## src/rtl/alu_pkg.sv

```systemverilog
`default_nettype none
// ============================================================================
// Module      : alu_pkg
// Description : Shared definitions for the sequential ALU: opcode constants
//               and controller state encodings.
// Revision    : 1.0 - initial release
// ============================================================================
package alu_pkg;

   // Controller states
   typedef enum logic [1:0] {
      ST_IDLE = 2'd0,
      ST_DIV  = 2'd1,
      ST_DONE = 2'd2
   } state_t;

   // Opcodes
   localparam logic [3:0] OP_ADD  = 4'h0;
   localparam logic [3:0] OP_SUB  = 4'h1;
   localparam logic [3:0] OP_MUL  = 4'h2;
   localparam logic [3:0] OP_DIV  = 4'h3;
   localparam logic [3:0] OP_SHL  = 4'h4;
   localparam logic [3:0] OP_SHR  = 4'h5;
   localparam logic [3:0] OP_ROL  = 4'h6;
   localparam logic [3:0] OP_ROR  = 4'h7;
   localparam logic [3:0] OP_AND  = 4'h8;
   localparam logic [3:0] OP_OR   = 4'h9;
   localparam logic [3:0] OP_XOR  = 4'hA;
   localparam logic [3:0] OP_NOR  = 4'hB;
   localparam logic [3:0] OP_NAND = 4'hC;
   localparam logic [3:0] OP_XNOR = 4'hD;
   localparam logic [3:0] OP_GT   = 4'hE;
   localparam logic [3:0] OP_EQ   = 4'hF;

endpackage
`default_nettype wire

```

## src/rtl/alu_div.sv

```systemverilog
`default_nettype none
// ============================================================================
// Module      : alu_div
// Description : Restoring unsigned divider, one quotient bit per clock.
//               The first iteration is performed on the go edge, so the
//               final quotient/remainder are registered WIDTH-1 clocks
//               later and fin pulses for one cycle at that point.
// Ports       : clk, rst (async active-low), go (load + first step),
//               dividend, divisor, quotient, remainder, fin (result valid)
// Revision    : 1.0 - initial release
// ============================================================================
module alu_div #(
   parameter int WIDTH = 8
) (
   input  logic             clk,
   input  logic             rst,
   input  logic             go,
   input  logic [WIDTH-1:0] dividend,
   input  logic [WIDTH-1:0] divisor,
   output logic [WIDTH-1:0] quotient,
   output logic [WIDTH-1:0] remainder,
   output logic             fin
);

   localparam int            CW          = $clog2(WIDTH);
   // Iterations still to run after the one done on the go edge
   localparam logic [CW-1:0] c_ITER_INIT = CW'(WIDTH - 1);
   localparam logic [CW-1:0] c_ITER_LAST = CW'(1);

   logic [WIDTH-1:0] r_rem;
   logic [WIDTH-1:0] r_quo;
   logic [WIDTH-1:0] r_dvs;
   logic [CW-1:0]    r_cnt;
   logic             r_run;
   logic             r_fin;

   logic [WIDTH-1:0] w_rem_in;
   logic [WIDTH-1:0] w_quo_in;
   logic [WIDTH-1:0] w_dvs_in;
   logic [WIDTH:0]   w_shift;
   logic [WIDTH:0]   w_diff;
   logic             w_fits;
   logic [WIDTH-1:0] w_rem_nxt;
   logic [WIDTH-1:0] w_quo_nxt;

   // On go the step operates directly on the incoming operands
   assign w_rem_in  = go ? '0       : r_rem;
   assign w_quo_in  = go ? dividend : r_quo;
   assign w_dvs_in  = go ? divisor  : r_dvs;

   // Shift next dividend bit into the partial remainder, trial subtract
   assign w_shift   = {w_rem_in, w_quo_in[WIDTH-1]};
   assign w_diff    = w_shift - {1'b0, w_dvs_in};
   assign w_fits    = ~w_diff[WIDTH];
   assign w_rem_nxt = w_fits ? w_diff[WIDTH-1:0] : w_shift[WIDTH-1:0];
   assign w_quo_nxt = {w_quo_in[WIDTH-2:0], w_fits};

   always_ff @(posedge clk or negedge rst) begin
      if (!rst) begin
         r_rem <= '0;
         r_quo <= '0;
         r_dvs <= '0;
         r_cnt <= '0;
         r_run <= 1'b0;
         r_fin <= 1'b0;
      end else begin
         r_fin <= 1'b0;
         if (go) begin
            r_rem <= w_rem_nxt;
            r_quo <= w_quo_nxt;
            r_dvs <= divisor;
            r_cnt <= c_ITER_INIT;
            r_run <= 1'b1;
         end else if (r_run) begin
            r_rem <= w_rem_nxt;
            r_quo <= w_quo_nxt;
            r_cnt <= r_cnt - 1'b1;
            if (r_cnt == c_ITER_LAST) begin
               r_run <= 1'b0;
               r_fin <= 1'b1;
            end
         end
      end
   end

   assign quotient  = r_quo;
   assign remainder = r_rem;
   assign fin       = r_fin;

endmodule
`default_nettype wire

```

## src/rtl/alu_seq.sv

```systemverilog
`default_nettype none
// ============================================================================
// Module      : alu_seq
// Description : Sequential ALU. Single-cycle operations are evaluated
//               combinationally from the operands presented with start and
//               registered on the start edge; division runs in alu_div.
// Ports       : clk, rst (async active-low), start, op[3:0], a, b,
//               result[2*WIDTH-1:0], carry, ovf, zero, dz, busy, done
// Revision    : 1.0 - initial release
// ============================================================================
module alu_seq
   import alu_pkg::*;
#(
   parameter int WIDTH = 8
) (
   input  logic               clk,
   input  logic               rst,
   input  logic               start,
   input  logic [3:0]         op,
   input  logic [WIDTH-1:0]   a,
   input  logic [WIDTH-1:0]   b,
   output logic [2*WIDTH-1:0] result,
   output logic               carry,
   output logic               ovf,
   output logic               zero,
   output logic               dz,
   output logic               busy,
   output logic               done
);

   localparam logic [WIDTH-1:0] c_ZERO_W = '0;

   state_t             r_state;

   logic [WIDTH:0]     w_sum;
   logic [WIDTH:0]     w_sub;
   logic [2*WIDTH-1:0] w_prod;
   logic [2*WIDTH-1:0] w_res;
   logic               w_carry;
   logic               w_ovf;
   logic               w_dz;
   logic               w_div_go;
   logic [WIDTH-1:0]   w_quo;
   logic [WIDTH-1:0]   w_rem;
   logic               w_fin;

   assign w_sum  = {1'b0, a} + {1'b0, b};
   assign w_sub  = {1'b0, a} - {1'b0, b};
   assign w_prod = {c_ZERO_W, a} * {c_ZERO_W, b};

   // Only a divide with a non-zero divisor goes multi-cycle
   assign w_div_go = (r_state == ST_IDLE) && start && (op == OP_DIV) && (b != c_ZERO_W);

   always_comb begin
      w_res   = '0;
      w_carry = 1'b0;
      w_ovf   = 1'b0;
      w_dz    = 1'b0;
      case (op)
         OP_ADD: begin
            w_res   = {c_ZERO_W, w_sum[WIDTH-1:0]};
            w_carry = w_sum[WIDTH];
            w_ovf   = (a[WIDTH-1] == b[WIDTH-1]) && (w_sum[WIDTH-1] != a[WIDTH-1]);
         end
         OP_SUB: begin
            w_res   = {c_ZERO_W, w_sub[WIDTH-1:0]};
            w_carry = w_sub[WIDTH];
            w_ovf   = (a[WIDTH-1] != b[WIDTH-1]) && (w_sub[WIDTH-1] != a[WIDTH-1]);
         end
         OP_MUL: begin
            w_res   = w_prod;
            w_ovf   = (w_prod[2*WIDTH-1:WIDTH] != c_ZERO_W);
         end
         // Reached only with b==0; the b!=0 case is taken by the divider
         OP_DIV: begin
            w_res   = {a, {WIDTH{1'b1}}};
            w_dz    = 1'b1;
         end
         OP_SHL: begin
            w_res   = {c_ZERO_W, a[WIDTH-2:0], 1'b0};
            w_carry = a[WIDTH-1];
         end
         OP_SHR: begin
            w_res   = {c_ZERO_W, 1'b0, a[WIDTH-1:1]};
            w_carry = a[0];
         end
         OP_ROL:  w_res = {c_ZERO_W, a[WIDTH-2:0], a[WIDTH-1]};
         OP_ROR:  w_res = {c_ZERO_W, a[0], a[WIDTH-1:1]};
         OP_AND:  w_res = {c_ZERO_W, a & b};
         OP_OR:   w_res = {c_ZERO_W, a | b};
         OP_XOR:  w_res = {c_ZERO_W, a ^ b};
         OP_NOR:  w_res = {c_ZERO_W, ~(a | b)};
         OP_NAND: w_res = {c_ZERO_W, ~(a & b)};
         OP_XNOR: w_res = {c_ZERO_W, ~(a ^ b)};
         OP_GT:   w_res = {{(2*WIDTH-1){1'b0}}, (a > b)};
         OP_EQ:   w_res = {{(2*WIDTH-1){1'b0}}, (a == b)};
      endcase
   end

   alu_div #(
      .WIDTH     (WIDTH)
   ) u_div (
      .clk       (clk),
      .rst       (rst),
      .go        (w_div_go),
      .dividend  (a),
      .divisor   (b),
      .quotient  (w_quo),
      .remainder (w_rem),
      .fin       (w_fin)
   );

   always_ff @(posedge clk or negedge rst) begin
      if (!rst) begin
         r_state <= ST_IDLE;
         result  <= '0;
         carry   <= 1'b0;
         ovf     <= 1'b0;
         zero    <= 1'b1;
         dz      <= 1'b0;
         busy    <= 1'b0;
         done    <= 1'b0;
      end else begin
         done <= 1'b0;
         case (r_state)
            ST_IDLE: begin
               if (start) begin
                  busy <= 1'b1;
                  if (w_div_go) begin
                     r_state <= ST_DIV;
                  end else begin
                     r_state <= ST_DONE;
                     done    <= 1'b1;
                     result  <= w_res;
                     carry   <= w_carry;
                     ovf     <= w_ovf;
                     dz      <= w_dz;
                     zero    <= (w_res[WIDTH-1:0] == c_ZERO_W);
                  end
               end
            end
            ST_DIV: begin
               if (w_fin) begin
                  r_state <= ST_DONE;
                  done    <= 1'b1;
                  result  <= {w_rem, w_quo};
                  carry   <= 1'b0;
                  ovf     <= 1'b0;
                  dz      <= 1'b0;
                  zero    <= (w_quo == c_ZERO_W);
               end
            end
            ST_DONE: begin
               r_state <= ST_IDLE;
               busy    <= 1'b0;
            end
            default: begin
               r_state <= ST_IDLE;
               busy    <= 1'b0;
            end
         endcase
      end
   end

endmodule
`default_nettype wire

```

## config.mk

```make
export PLATFORM = sky130hd
export DESIGN_NAME = alu_seq
export DESIGN_NICKNAME = d
export VERILOG_FILES = /design/src/rtl/alu_pkg.sv /design/src/rtl/alu_div.sv /design/src/rtl/alu_seq.sv
export SDC_FILE = /design/constraint.sdc
export NUM_CORES = 1
export LEC_CHECK = 0
export CAP_MARGIN = 20
export CORE_AREA = 3 3 83 145
export CTS_CLUSTER_DIAMETER = 120
export CTS_CLUSTER_SIZE = 14
export DETAILED_ROUTE_END_ITERATION = 12
export DIE_AREA = 0 0 86 148
export PLACE_DENSITY_LB_ADDON = 0.12
export RECOVER_POWER = 100
export SKIP_CTS_REPAIR_TIMING = 1
export SLEW_MARGIN = 10
export SYNTH_ARGS = -nofsm -noshare
export SYNTH_HDL_FRONTEND = slang
export SYNTH_SLANG_ARGS = --single-unit
export TNS_END_PERCENT = 1
```

## constraint.sdc

```tcl
create_clock -name clk -period 5.45 [get_ports clk]
set_input_delay 1.09 -clock clk [delete_from_list [all_inputs] [get_ports clk]]
set_output_delay 1.09 -clock clk [all_outputs]
set_load 0.005 [all_outputs]
```

# Word-level counts from Yosys, hierarchy flattened

Cells that the tools add are included.

$add $sub $neg: 4
Multipliers: 1
$lt $le $gt $ge: 1
Equal/unequal tests: 25
Muxes and demuxes: 48
Bitwise operators: 8
Reductions and logical operators: 16

Operators with widths:

| operator             | count |
|---|---|
| $pmux W16 S16        | 1 |
| $mux W8              | 8 |
| $mux W16             | 3 |
| $eq A4 B4 Y1 const B | 8 |
| $pmux W16 S2         | 1 |
| $not A8 Y8           | 3 |
| $mux W1              | 21 |
| $eq A4 B3 Y1 const B | 4 |
| $logic_not A8 Y1     | 2 |
| $mul A8 B8 Y16       | 1 |
| $reduce_bool A8 Y1   | 2 |
| $pmux W1 S2          | 6 |
| $add A8 B8 Y9        | 1 |
| $sub A8 B8 Y9        | 1 |
| $sub A9 B8 Y9        | 1 |
| $and A8 B8 Y8        | 1 |
| $eq A4 B2 Y1 const B | 2 |
| $eq A8 B8 Y1         | 1 |
| $gt A8 B8 Y1         | 1 |
| $or A8 B8 Y8         | 1 |
| $xor A8 B8 Y8        | 1 |
| $mux W2              | 3 |
| $mux W3              | 2 |
| $logic_and A1 B1 Y1  | 5 |
| 17 further kinds     | 23 |

Bits in registers: 53
Bits of input ports: 23
Output and inout port bits: 22
Word-level logic and storage cells: 117

# Logic depth before layout (Yosys ltp)

Depth in word-level cells: 9
Gate-level depth with buffers: 19
Gate-level depth less buffers: 19

# Hierarchy

A second synthesis with hierarchy kept.

Cell total of the unflattened synthesis: 803
Area, all modules: 6673.9 µm²

By module, submodules not included:

| module  | times used | cells an instance | area an instance (µm²) |
|---|---|---|---|
| alu_seq | 1          | 634               | 4952.2 |
| alu_div | 1          | 169               | 1721.7 |

# Least setup slack after synthesis

OpenSTA, ideal clock, no wires.

Kind: in2reg
Start: input port a[7]
End: register result[13]
Library setup time: 126 ps
Data arrival time: 5260 ps
Slack: 64 ps
Cell stages on the path: 18
Path buffers: 1
Cells stage by stage: inv_1 clkbuf_1 nor2_1 fa_1 fa_1 fa_1 inv_1 fa_1 inv_1 ha_1 nor3_1 o21ai_0 a21oi_1 mux2i_1 nand3_1 mux2_2 a221oi_1 nor2_1

Cells in the longest elaborated chain, start to end: 5

RTL lines:

| element              | line           | text |
|---|---|---|
| start, declared      | alu_seq.sv:20  | `input logic [WIDTH-1:0] a,` |
| $mul A8 B8 Y16       | alu_seq.sv:49  | `assign w_prod = {c_ZERO_W, a} * {c_ZERO_W, b};` |
| $pmux W16 S16        | alu_seq.sv:59  | `case (op)` |
| $mux W16             | alu_seq.sv:129 | `if (w_div_go) begin` |
| $mux W16             | alu_seq.sv:127 | `if (start) begin` |
| $pmux W16 S2         | alu_seq.sv:125 | `case (r_state)` |
| end signal, assigned | alu_seq.sv:134 | `result <= w_res;` |
| end signal, assigned | alu_seq.sv:146 | `result <= {w_rem, w_quo};` |
| end, declared        | alu_seq.sv:22  | `output logic [2*WIDTH-1:0] result,` |

No other way between the ends. The select of a mux whose other input is x is not followed.
A chain may end at the register's enable or synchronous reset.

# Worst setup path in the final report

Start: input port a[4]
End: register result[14]

Same word-level chain as after synthesis.

==> results.md <==
- Number of synthesized register bits: 53
- Yosys warns: 0
- CP startpoint: a[4]
- Post-synth ARST share: 100.0%
- ANT cells: 0
- Fin cells: 1,067
- Sinks on Clock Net: 53
- Via count: 6,688
- Area Overhead vs Synth: 21.34%
- Final GP Congestion: 0.9970
- DR iter-0 viols: 520
- Commonest non-fill, non-tap cell in the layout: nor2_1
- Setup crit end kind: flip-flop
- CP top delay family: adder cells
- CP max-delay cell: fa_1
- Initial antenna violation count: 0
- Crit. path cell count: 19
- Die span in y: 148 um
- R2R setup slack: 1.25 ns
- Top FF cell, synth: dfrtp_1
- Die area: 12,730 um2
- Post-DP HPWL: 17,190 um
- Register-to-Register Path Depth: 15
- Cells after DPL: 1,055
- WP data required: 5.62 ns
- Clk_lat worst skew: 0.30 ns
- GRT overflow: 0
- Placed Area: 7831 um2
- First-pass GRT wire length: 34,360 um
- Final hold slack: 0.4730 ns
- Critical-path cell list: dlymetal6s2s_1, buf_4, inv_1, nor2_1, fa_1, fa_1, fa_1, inv_1, fa_1, inv_1, ha_1, o21a_1, o21ai_1, a31oi_4, a211oi_2, xor2_1, o21ai_0, a221oi_1, nor2_1
- Failing checks: max-capacitance violations, max-slew violations
- Synth Instances: 831
- Final Hold Vio Count: 0
- Cell mode on critical path: fa_1
- Max stage delay on crit path: 0.52 ns
- Total Wirelength: 22,030 um
- Commonest non-fill, non-tap cells in the layout: 94 x nor2_1, 91 x buf_4, 81 x inv_1
- Buffer and inverter count on the worst path: 5
- Peak Freq: 186.6 MHz
- Final net count: 1,066
- CTS max path bufs: 2
- Leakage: 3.989 nW
- Final Slew Violations: 54
- Avg Vias per Cell: 6.268
- Minimum clock period after layout: 5.360 ns
- EDFF count, synth: 0
- H-tree depth: 2
- CTS tree: built
- Syn_nets: 963
- Peak VDD IR: 0.0004871 V
- Slew HR: -83.62%
- Max-Cap Viols: 1
- Syn Std Cell Area: 6760 um2
- Critical path launch point type: primary input
- Die W: 86 um
- Port bufs: 44
- Clock skew: 0.01006 ns
- CP Class: in2reg
- Yosys cell types: 75
- Largest net degree at the start of global routing: 63
- Launching point of the worst reg2reg path: r_state[0]$_DFFE_PN0P_
- Worst Max-Slew Pin Slew: 2.754 ns
- Power per cell area: 372.6 nW/um2
- FF-to-FF End: u_div.remainder[3]$_DFFE_PN0P_
- Clk pin slew, worst setup/hold paths: 0.07 ns
- Worst Hold Class: reg2reg
- Fin util: 74.31%
- Status: finished with violations
- Final Power: 0.003056 W
- CP arrival: 5.53 ns
- DRT Pass-1 Iters: 7
- Endpoints failing setup: 0
- DRC viols: 0
- Register area share after synthesis: 19.64%
- Number of top-level pins: 45
- Post-DRT Antenna Nets: 0
- Core ar.: 11,040 um2
- Critical path peak fanout: 5
- Rows: 51
- Fin area: 8203 um2
- CTS root buf: clkbuf_16
- Syn Area/Cell: 8.135 um2
- CTS buffer count: 5
- Initial Util: 61.24%
- Vias in the first global route: 6,831
- Routed WL per cell: 20.65 um
- Overall Global Routing Usage: 34.55%
- Layout cell share with drive strength beyond 1: 17.54%
- Worst setup endpoint: result[14]$_DFFE_PN0P_
- Crit share post-route: 98.34%
[worst reg2reg max path, stage by stage (launching register included)]
cell and delay, ns:
dfrtp_1 0.40, nand2b_1 0.21, nor4_4 0.39, nand2_1 0.19, buf_12 0.21, a21oi_1 0.29
ha_1 0.27, fa_1 0.23, nor2b_1 0.06, o21ai_0 0.23, a21boi_0 0.15, o21ai_0 0.23
a21oi_1 0.16, buf_4 0.21, or4b_2 0.62, a41oi_1 0.26
[routing by layer]
layer / vias up / GRT usage, % / part of all wire, %
met5: - / 0 / 0
met4: 0 / 21.00 / 6.2
met3: 87 / 3.291 / 4.8
met2: 278 / 61.98 / 53
met1: 3255 / 38.35 / 36
li1: 3068 / - / -
[through the flow]
| step | setup WS [ns] | setup TNS, ns |
|---|---|---|
| finish | 0.09037 | 0 |
| global route | -0.1403 | -0.4219 |
| CTS | -0.5233 | -3.665 |
| detailed placement | -0.8147 | -7.567 |
| global placement | -0.6874 | -6.642 |
| floorplan | 0.06402 | 0 |
[where the power goes]
part / internal, W / leakage, nW / total (W) / switching, W
Clock: 0.000218 / 0.0842 / 0.000361 / 0.000144
Sequential: 0.000524 / 0.650 / 0.000674 / 0.000151
Combinational: 0.000925 / 3.25 / 0.00202 / 0.00110
[synthesized netlist by cell type (4+ instances only)]
master / n / share of area, %
a41oi_1: 4 / 0.52
o22ai_1: 5 / 0.46
xnor2_1: 14 / 1.8
mux2_2: 6 / 1.0
xor2_1: 9 / 1.2
fa_1: 39 / 12
a21o_1: 8 / 0.89
a21boi_0: 4 / 0.44
and3_1: 4 / 0.37
nor2b_1: 15 / 1.4
nor4_1: 7 / 0.65
dfrtp_1: 52 / 19
a211oi_1: 11 / 1.2
nand2_1: 77 / 4.3
a21oi_1: 44 / 3.3
nor4b_1: 4 / 0.52
clkinv_1: 5 / 0.28
inv_1: 86 / 4.8
buf_4: 4 / 0.44
and2_1: 10 / 0.93
a221oi_1: 11 / 1.4
mux2i_1: 20 / 3.0
nor3_1: 17 / 1.3
o31ai_1: 8 / 0.89
clkbuf_1: 20 / 1.1
nand2b_1: 15 / 1.4
buf_2: 14 / 1.0
a31oi_1: 8 / 0.74
o211ai_1: 5 / 0.56
o21ai_0: 41 / 3.0
ha_1: 70 / 13
nor3b_1: 5 / 0.56
nand3b_1: 4 / 0.44
nand3_1: 12 / 0.89
o21bai_1: 5 / 0.56
nor2_1: 103 / 5.7
[cells by family after synthesis]
group	synth area share, %
AOI/OAI and AO/OA	18.32
xor gates and xnor gates	3.221
muxes	4.294
and+or+nand+nor	21.49
DFF	19.64
adders and majority gates	24.50
buffers and inverters	8.532
[state kept, by name, summed over array words and instances, names as in the netlist]
name	flops
busy	1
carry	1
done	1
dz	1
ovf	1
r_state	2
result	16
u_div.fin	1
u_div.quotient	8
u_div.r_cnt	3
u_div.r_dvs	8
u_div.r_run	1
u_div.remainder	8
zero	1
[worst min-delay path by stage]
stage | from | endpoint | slack [ns] | cells past startpoint
CTS | dz$_DFFE_PN0P_ | dz$_DFFE_PN0P_ | 0.48 | 2
floorplan | u_div.fin$_DFF_PN0_ | r_state[0]$_DFFE_PN0P_ | 0.44 | 1
global placement | u_div.r_dvs[5]$_DFF_PN0_ | u_div.r_dvs[5]$_DFF_PN0_ | 0.46 | 2
detailed placement | dz$_DFFE_PN0P_ | dz$_DFFE_PN0P_ | 0.46 | 2
finish | dz$_DFFE_PN0P_ | dz$_DFFE_PN0P_ | 0.47 | 2
global route | dz$_DFFE_PN0P_ | dz$_DFFE_PN0P_ | 0.50 | 2
[final cells by class]
cell class              count  area [um2]
multi-input cells         642        5029
fillers                   856        2836
flip-flops and latches     53        1328
repair buffers            141        1171
inverters                  91       341.6
well taps                 132       165.2
clock buffers               5       125.1
clock inverters             3       43.79
No activity file was read; power rests on OpenSTA's default activity.
